===== src/rtl/pipe_ctrl_pkg.sv =====
// Shared types and constants for the pipeline hazard controller.
package pipe_ctrl_pkg;

  localparam int unsigned MC_TIMEOUT = 64;
  localparam int unsigned CNT_W      = 32;
  localparam int unsigned TIMER_W    = $clog2(MC_TIMEOUT + 1);

  typedef enum logic [1:0] {
    StRun,
    StMcWait,
    StMemWait
  } state_e;

  // Field order matches the output port order, MSB first.
  typedef struct packed {
    logic pc_en;
    logic if_id_en;
    logic if_id_flush;
    logic id_ex_en;
    logic id_ex_flush;
    logic ex_mem_en;
    logic ex_mem_bubble;
  } ctl_t;

  localparam ctl_t CTL_NORMAL   = ctl_t'(7'b110_1010);
  localparam ctl_t CTL_RESET    = ctl_t'(7'b001_0101);
  localparam ctl_t CTL_HOLD     = ctl_t'(7'b000_0000);
  localparam ctl_t CTL_MC_WAIT  = ctl_t'(7'b000_0011);
  localparam ctl_t CTL_REDIRECT = ctl_t'(7'b111_1110);
  localparam ctl_t CTL_LOAD_USE = ctl_t'(7'b000_1110);

endpackage


===== src/rtl/sat_counter.sv =====
// Saturating up-counter with synchronous clear.
module sat_counter #(
  parameter int unsigned Width = 32
) (
  input  logic             clock,
  input  logic             clr_i,
  input  logic             inc_i,
  output logic [Width-1:0] count_o
);

  logic [Width-1:0] count_d, count_q;

  always_comb begin
    count_d = count_q;
    if (clr_i) begin
      count_d = '0;
    end else if (inc_i && (count_q != '1)) begin
      count_d = count_q + Width'(1);
    end
  end

  always_ff @(posedge clock) begin
    count_q <= count_d;
  end

  assign count_o = count_q;

endmodule


===== src/rtl/pipeline_hazard_ctrl.sv =====
// Pipeline stall/flush controller: load-use, redirect, multi-cycle EX ops and
// data-memory back-pressure, with stall/redirect statistics.
module pipeline_hazard_ctrl
  import pipe_ctrl_pkg::*;
(
  input  logic        clock,
  input  logic        reset,
  input  logic [4:0]  id_rs1,
  input  logic [4:0]  id_rs2,
  input  logic        id_uses_rs1,
  input  logic        id_uses_rs2,
  input  logic [4:0]  ex_rd,
  input  logic        ex_mem_read,
  input  logic        ex_redirect,
  input  logic        ex_mc_start,
  input  logic        ex_mc_done,
  input  logic        mem_ready,
  output logic        pc_en,
  output logic        if_id_en,
  output logic        if_id_flush,
  output logic        id_ex_en,
  output logic        id_ex_flush,
  output logic        ex_mem_en,
  output logic        ex_mem_bubble,
  output logic [31:0] stall_cycles,
  output logic [31:0] redirect_count,
  output logic        mc_timeout,
  output logic        protocol_err
);

  state_e               state_d, state_q;
  state_e               resume_d, resume_q;
  state_e               eff_state;
  logic [TIMER_W-1:0]   timer_d, timer_q;
  logic                 mc_timeout_d, mc_timeout_q;
  logic                 protocol_err_d, protocol_err_q;
  logic                 load_use;
  logic                 mc_expired;
  logic                 mc_release;
  logic                 redirect_served;
  ctl_t                 ctl;

  // MEM_WAIT is a memory stall layered over RUN/MC_WAIT; once memory is
  // ready again the remembered state governs this cycle's behaviour.
  assign eff_state = (state_q == StMemWait) ? resume_q : state_q;

  assign load_use = ex_mem_read && (ex_rd != 5'd0) &&
                    ((id_uses_rs1 && (id_rs1 == ex_rd)) ||
                     (id_uses_rs2 && (id_rs2 == ex_rd)));

  assign mc_expired      = (timer_q == TIMER_W'(MC_TIMEOUT));
  assign mc_release      = (eff_state == StMcWait) && (ex_mc_done || mc_expired);
  assign redirect_served = !reset && mem_ready && (eff_state == StRun) && ex_redirect;

  always_ff @(posedge clock) begin
    state_q        <= state_d;
    resume_q       <= resume_d;
    timer_q        <= timer_d;
    mc_timeout_q   <= mc_timeout_d;
    protocol_err_q <= protocol_err_d;
  end

  always_comb begin
    state_d        = state_q;
    resume_d       = resume_q;
    timer_d        = timer_q;
    mc_timeout_d   = mc_timeout_q;
    protocol_err_d = protocol_err_q;
    if (reset) begin
      state_d        = StRun;
      resume_d       = StRun;
      timer_d        = '0;
      mc_timeout_d   = 1'b0;
      protocol_err_d = 1'b0;
    end else begin
      if (ex_mc_done && (eff_state != StMcWait)) begin
        protocol_err_d = 1'b1;
      end
      if (ex_redirect && ex_mc_start && (eff_state == StRun)) begin
        protocol_err_d = 1'b1;
      end
      if (!mem_ready) begin
        state_d  = StMemWait;
        resume_d = eff_state;
      end else begin
        unique case (eff_state)
          StMcWait: begin
            if (mc_release) begin
              state_d = StRun;
              timer_d = '0;
              if (!ex_mc_done) begin
                mc_timeout_d = 1'b1;
              end
            end else begin
              state_d = StMcWait;
              timer_d = timer_q + TIMER_W'(1);
            end
          end
          default: begin
            state_d = StRun;
            if (ex_mc_start && !ex_redirect) begin
              state_d = StMcWait;
              timer_d = '0;
            end
          end
        endcase
      end
    end
  end

  always_comb begin
    ctl = CTL_NORMAL;
    if (reset) begin
      ctl = CTL_RESET;
    end else if (!mem_ready) begin
      ctl = CTL_HOLD;
    end else if (eff_state == StMcWait) begin
      ctl = mc_release ? CTL_NORMAL : CTL_MC_WAIT;
    end else if (ex_redirect) begin
      ctl = CTL_REDIRECT;
    end else if (load_use) begin
      ctl = CTL_LOAD_USE;
    end
  end

  assign pc_en         = ctl.pc_en;
  assign if_id_en      = ctl.if_id_en;
  assign if_id_flush   = ctl.if_id_flush;
  assign id_ex_en      = ctl.id_ex_en;
  assign id_ex_flush   = ctl.id_ex_flush;
  assign ex_mem_en     = ctl.ex_mem_en;
  assign ex_mem_bubble = ctl.ex_mem_bubble;
  assign mc_timeout    = mc_timeout_q;
  assign protocol_err  = protocol_err_q;

  sat_counter #(
    .Width (CNT_W)
  ) u_stall_cnt (
    .clock   (clock),
    .clr_i   (reset),
    .inc_i   (!ctl.pc_en),
    .count_o (stall_cycles)
  );

  sat_counter #(
    .Width (CNT_W)
  ) u_redirect_cnt (
    .clock   (clock),
    .clr_i   (reset),
    .inc_i   (redirect_served),
    .count_o (redirect_count)
  );

endmodule


===== config.mk =====
export PLATFORM = sky130hd
export DESIGN_NAME = pipeline_hazard_ctrl
export DESIGN_NICKNAME = d
export VERILOG_FILES = /design/src/rtl/pipe_ctrl_pkg.sv /design/src/rtl/sat_counter.sv /design/src/rtl/pipeline_hazard_ctrl.sv
export SDC_FILE = /design/constraint.sdc
export NUM_CORES = 1
export LEC_CHECK = 0
export BUFFER_PORTS_ARGS = -buffer_cell sky130_fd_sc_hd__buf_2
export CORE_AREA = 2 2 135 137
export CTS_BUF_LIST = sky130_fd_sc_hd__clkbuf_2
export CTS_CLUSTER_SIZE = 28
export DETAILED_ROUTE_END_ITERATION = 7
export DIE_AREA = 0 0 137 139
export MAX_ROUTING_LAYER = met4
export RECOVER_POWER = 50
export SETUP_SLACK_MARGIN = 0.5
export SLEW_MARGIN = 10
export SYNTH_ARGS = -nofsm -noshare
export SYNTH_HDL_FRONTEND = slang
export SYNTH_SLANG_ARGS = --single-unit

===== constraint.sdc =====
create_clock -name clock -period 4.76 [get_ports clock]
set_input_delay 0.238 -clock clock [delete_from_list [all_inputs] [get_ports clock]]
set_output_delay 0.238 -clock clock [all_outputs]
set_load 0.01 [all_outputs]

==> flow_summary_export.csv <==
group,metric,value,unit
run_status,status,"completed",
global_routing,use_met1,14.99,%
clock_network,post_cts_buffers,0,
clock_network,cts-htree-levels,3,
sta,relSlewSlack,29.75,%
critical_path,path_cells,"inv_1 > ha_1 > or4b_1 > nor3b_1 > nor3_1 > a211oi_4 > buf_4 > buf_2",
global_routing,gr-total-overflow,0,
power,clkPwrFrac,33.8,%
power,power_report.internal_total,0.8048,mW
power,p_leak,1.545,nW
drt,routed_wl,10.78,mm
critical_path,crit_path_start_kind,"flop",
power,irDropWorstVdd,132.9,µV
clock_network,ctsResizeCount,0,
cells_and_area,fin_nets,595,
critical_path,cpPeakStageDelay,0.45,ns
die,start_util,22.43,%
critical_path,crit_path_max_fanout,62,
place,place_area,4642,µm²
place,port_buffers,96,
logic_synthesis,ys.flop_type,"dfxtp_1",
power,comb_power_share,7.2,%
drt,viasPerCell,4.738,
global_routing,grt_max_degree,82,
place,dp_cells,779,
sta,maxSlewViolCount,0,
cells_and_area,syn_to_final_growth,19.12,%
place,place_congestion,0.7611,
sta,skew,0.03695,ns
critical_path,worst-setup-path-type,"reg2out",
power,switching_share,27.91,%
logic_synthesis,syn_area_per_cell,8.372,µm²
clock_network,cts_tree,"done",
sta,worst_pin_slew,1.047,ns
drt,num_vias,3795,
critical_path,cp.required,4.52,ns
logic_synthesis,synth_top_area_cell,"dfxtp_1",
clock_network,cts-buffers-inserted,9,
sta,rsz0062_at_grt,"no",
logic_synthesis,ys_seq_area_share,38.93,%
clock_network,cts_max_path_buffers,2,
logic_synthesis,syn_nets,501,
clock_network,cts.clk_slew.worst_paths,0.24,ns
logic_synthesis,ys_ff_latch,77,
global_routing,busiest_layer,"met2",
global_routing,antenna_found_initial,0,
sta,layout_min_cycle_time,3.376,ns
drt,drt_iter0_markers,230,
place,pre_cts_slack,1.889,ns
global_routing,grt_first_pass_wirelength,17.42,mm
logic_synthesis,synth.most_common_cell,"dfxtp_1",
drt,drc,0,
logic_synthesis,synth_edf_count,0,
flow_run,drv_cap,0,
drt,dr.pass1.iters,4,
logic_synthesis,yosys_warnings,0,
place,dp_hpwl,7.480,mm
critical_path,cp_top_family,"simple AND/OR/NAND/NOR gates",
die,chipHeight,139,µm
sta,setup_ws,1.384,ns
die,die_w,137,µm
logic_synthesis,syn-cell-area,3960,µm²
die,dieArea,19040,µm²
critical_path,worstSetupEndpointType,"output pin",
power,p_sw,0.3116,mW
sta,period_share,70.92,%
global_routing,grt_util_met3,3.655,%
cells_and_area,post-route-util,26.71,%
cells_and_area,num_antenna_cells,0,
die,rows,49,
logic_synthesis,ys_top_cells_by_count,"77 x dfxtp_1, 53 x nor2_1, 34 x nand4_1, 32 x a21oi_1, 28 x o21ai_0",
sta,finalHoldViolations,0,
global_routing,groute.layer.met2.usage,17.60,%
drt,ant_nets,0,
clock_network,numClockSinks,77,
clock_network,cts_hold_buffers,6,
logic_synthesis,syn_inst,473,
drt,routedWlPerCell,13.46,µm
sta,setup_tns,0,ns
cells_and_area,num-fill-cells,1983,
logic_synthesis,yosys.cell_types.count,53,
global_routing,track_usage,11.75,%
die,pin_count,97,
logic_synthesis,async_reset_ff_share,0,%
cells_and_area,final_cell_area,4717,µm²
logic_synthesis,synth_top_area_share,38.93,%
die,coreArea,17660,µm²
power,powerDensity,236.7,nW/µm²
hold_path,hold_path.class,"in2reg",
sta,setup_violations,0,
clock_network,insertion_delay,0.56,ns
critical_path,path_buf_inv,3,
clock_network,cts_root_buf,"clkbuf_2",
critical_path,slowest_stage,"buf_4",
power,power_frac_seq,59.0,%
critical_path,critPathArrivalTime,3.14,ns
global_routing,grt_pass1_vias,3392,
cells_and_area,drive_above_1_share,10.66,%
logic_synthesis,synth_area_leaders,"dfxtp_1 39%, nand4_1 5.4%, nor2_1 5.0%",
sta,max_freq,0.2962,GHz
cells_and_area,fin_cells,801,
## layout make-up
type                    count  area [µm²]  share of cell area (%)
clock buffers              10       50.05                   1.061
clock inverters             6       62.56                   1.326
inverters                   9       33.78                  0.7162
multi-input cells         365        2263                   47.98
flip-flops and latches     77        1541                   32.68
well taps                 229       286.5                   6.074
repair buffers            105       479.2                   10.16
## worst register-to-register path, cell delays in order (launching register included)
cell and delay, ns:
dfxtp_1 0.42, inv_1 0.08, ha_1 0.13, or4b_1 0.42, nor3b_1 0.33, nor3_1 0.23
a31oi_1 0.21, dlygate4sd3_1 0.57, nor2_1 0.04, dlygate4sd3_1 0.55
## per-layer routing
layer / part of all wire (%) / vias up
met5: 0 / -
li1: - / 1914
met2: 45 / 87
met4: 1.8 / 0
met1: 47 / 1781
met3: 5.9 / 13
## registers in the layout, indices dropped and copies added (netlist names)
name / cells
u_stall_cnt.count_o: 32
state_q: 2
protocol_err: 1
u_redirect_cnt.count_o: 32
resume_q: 2
mc_timeout: 1
timer_q: 7
## cells by family after synthesis
kind of cell               count (synthesis)  synth area share, %
buffers and inverters                     31                3.570
AOI/OAI and AO/OA                         81                12.04
adders and majority gates                  4                1.264
xor gates and xnor gates                  43                9.510
and+or+nand+nor                          231                32.99
DFF                                       77                38.93
muxes                                      6                1.706
## worst paths after layout
check | depth (start not counted) | from | slack (ns) | to
max reg2reg | 9 | timer_q[0] | 1.71 | state_q[0]
min | 3 | reset | 0.37 | u_redirect_cnt.count_o[0]
min reg2reg | 2 | resume_q[1] | 0.50 | resume_q[1]
max | 8 | timer_q[0] | 1.38 | pc_en
## through the flow
stage	power (mW)	hold WS, ns
final	1.116	0.3668
after global placement	0.7492	0.4539
after floorplan	0.7191	0.3104
after global routing	1.180	0.2993
after detailed placement	0.7499	0.4734
after CTS	1.144	0.2856
## cell usage in the layout, fill, tap and decap left out, types with 21 or more instances in the layout
cell type | netlist | layout
nor2_1 | 53 | 53
a21oi_1 | 32 | 33
nand3_1 | 26 | 26
or3_1 | 25 | 25
o21ai_0 | 28 | 28
dfxtp_1 | 77 | 77
nand4_1 | 34 | 34
buf_2 | 1 | 29
xnor2_1 | 22 | 22
xor2_1 | 21 | 21
nand2_1 | 22 | 22
clkbuf_1 | 15 | 67
## power groups by stage
stage	registers, mW	clock network [mW]	logic, mW
3_3_place_gp	0.670	0	0.0793
4_1_cts	0.659	0.402	0.0835
5_1_grt	0.660	0.429	0.0900
2_1_floorplan	0.670	0	0.0488
3_5_place_dp	0.671	0	0.0793
6_report	0.659	0.377	0.0808
Power figures use the tool's default switching activity.
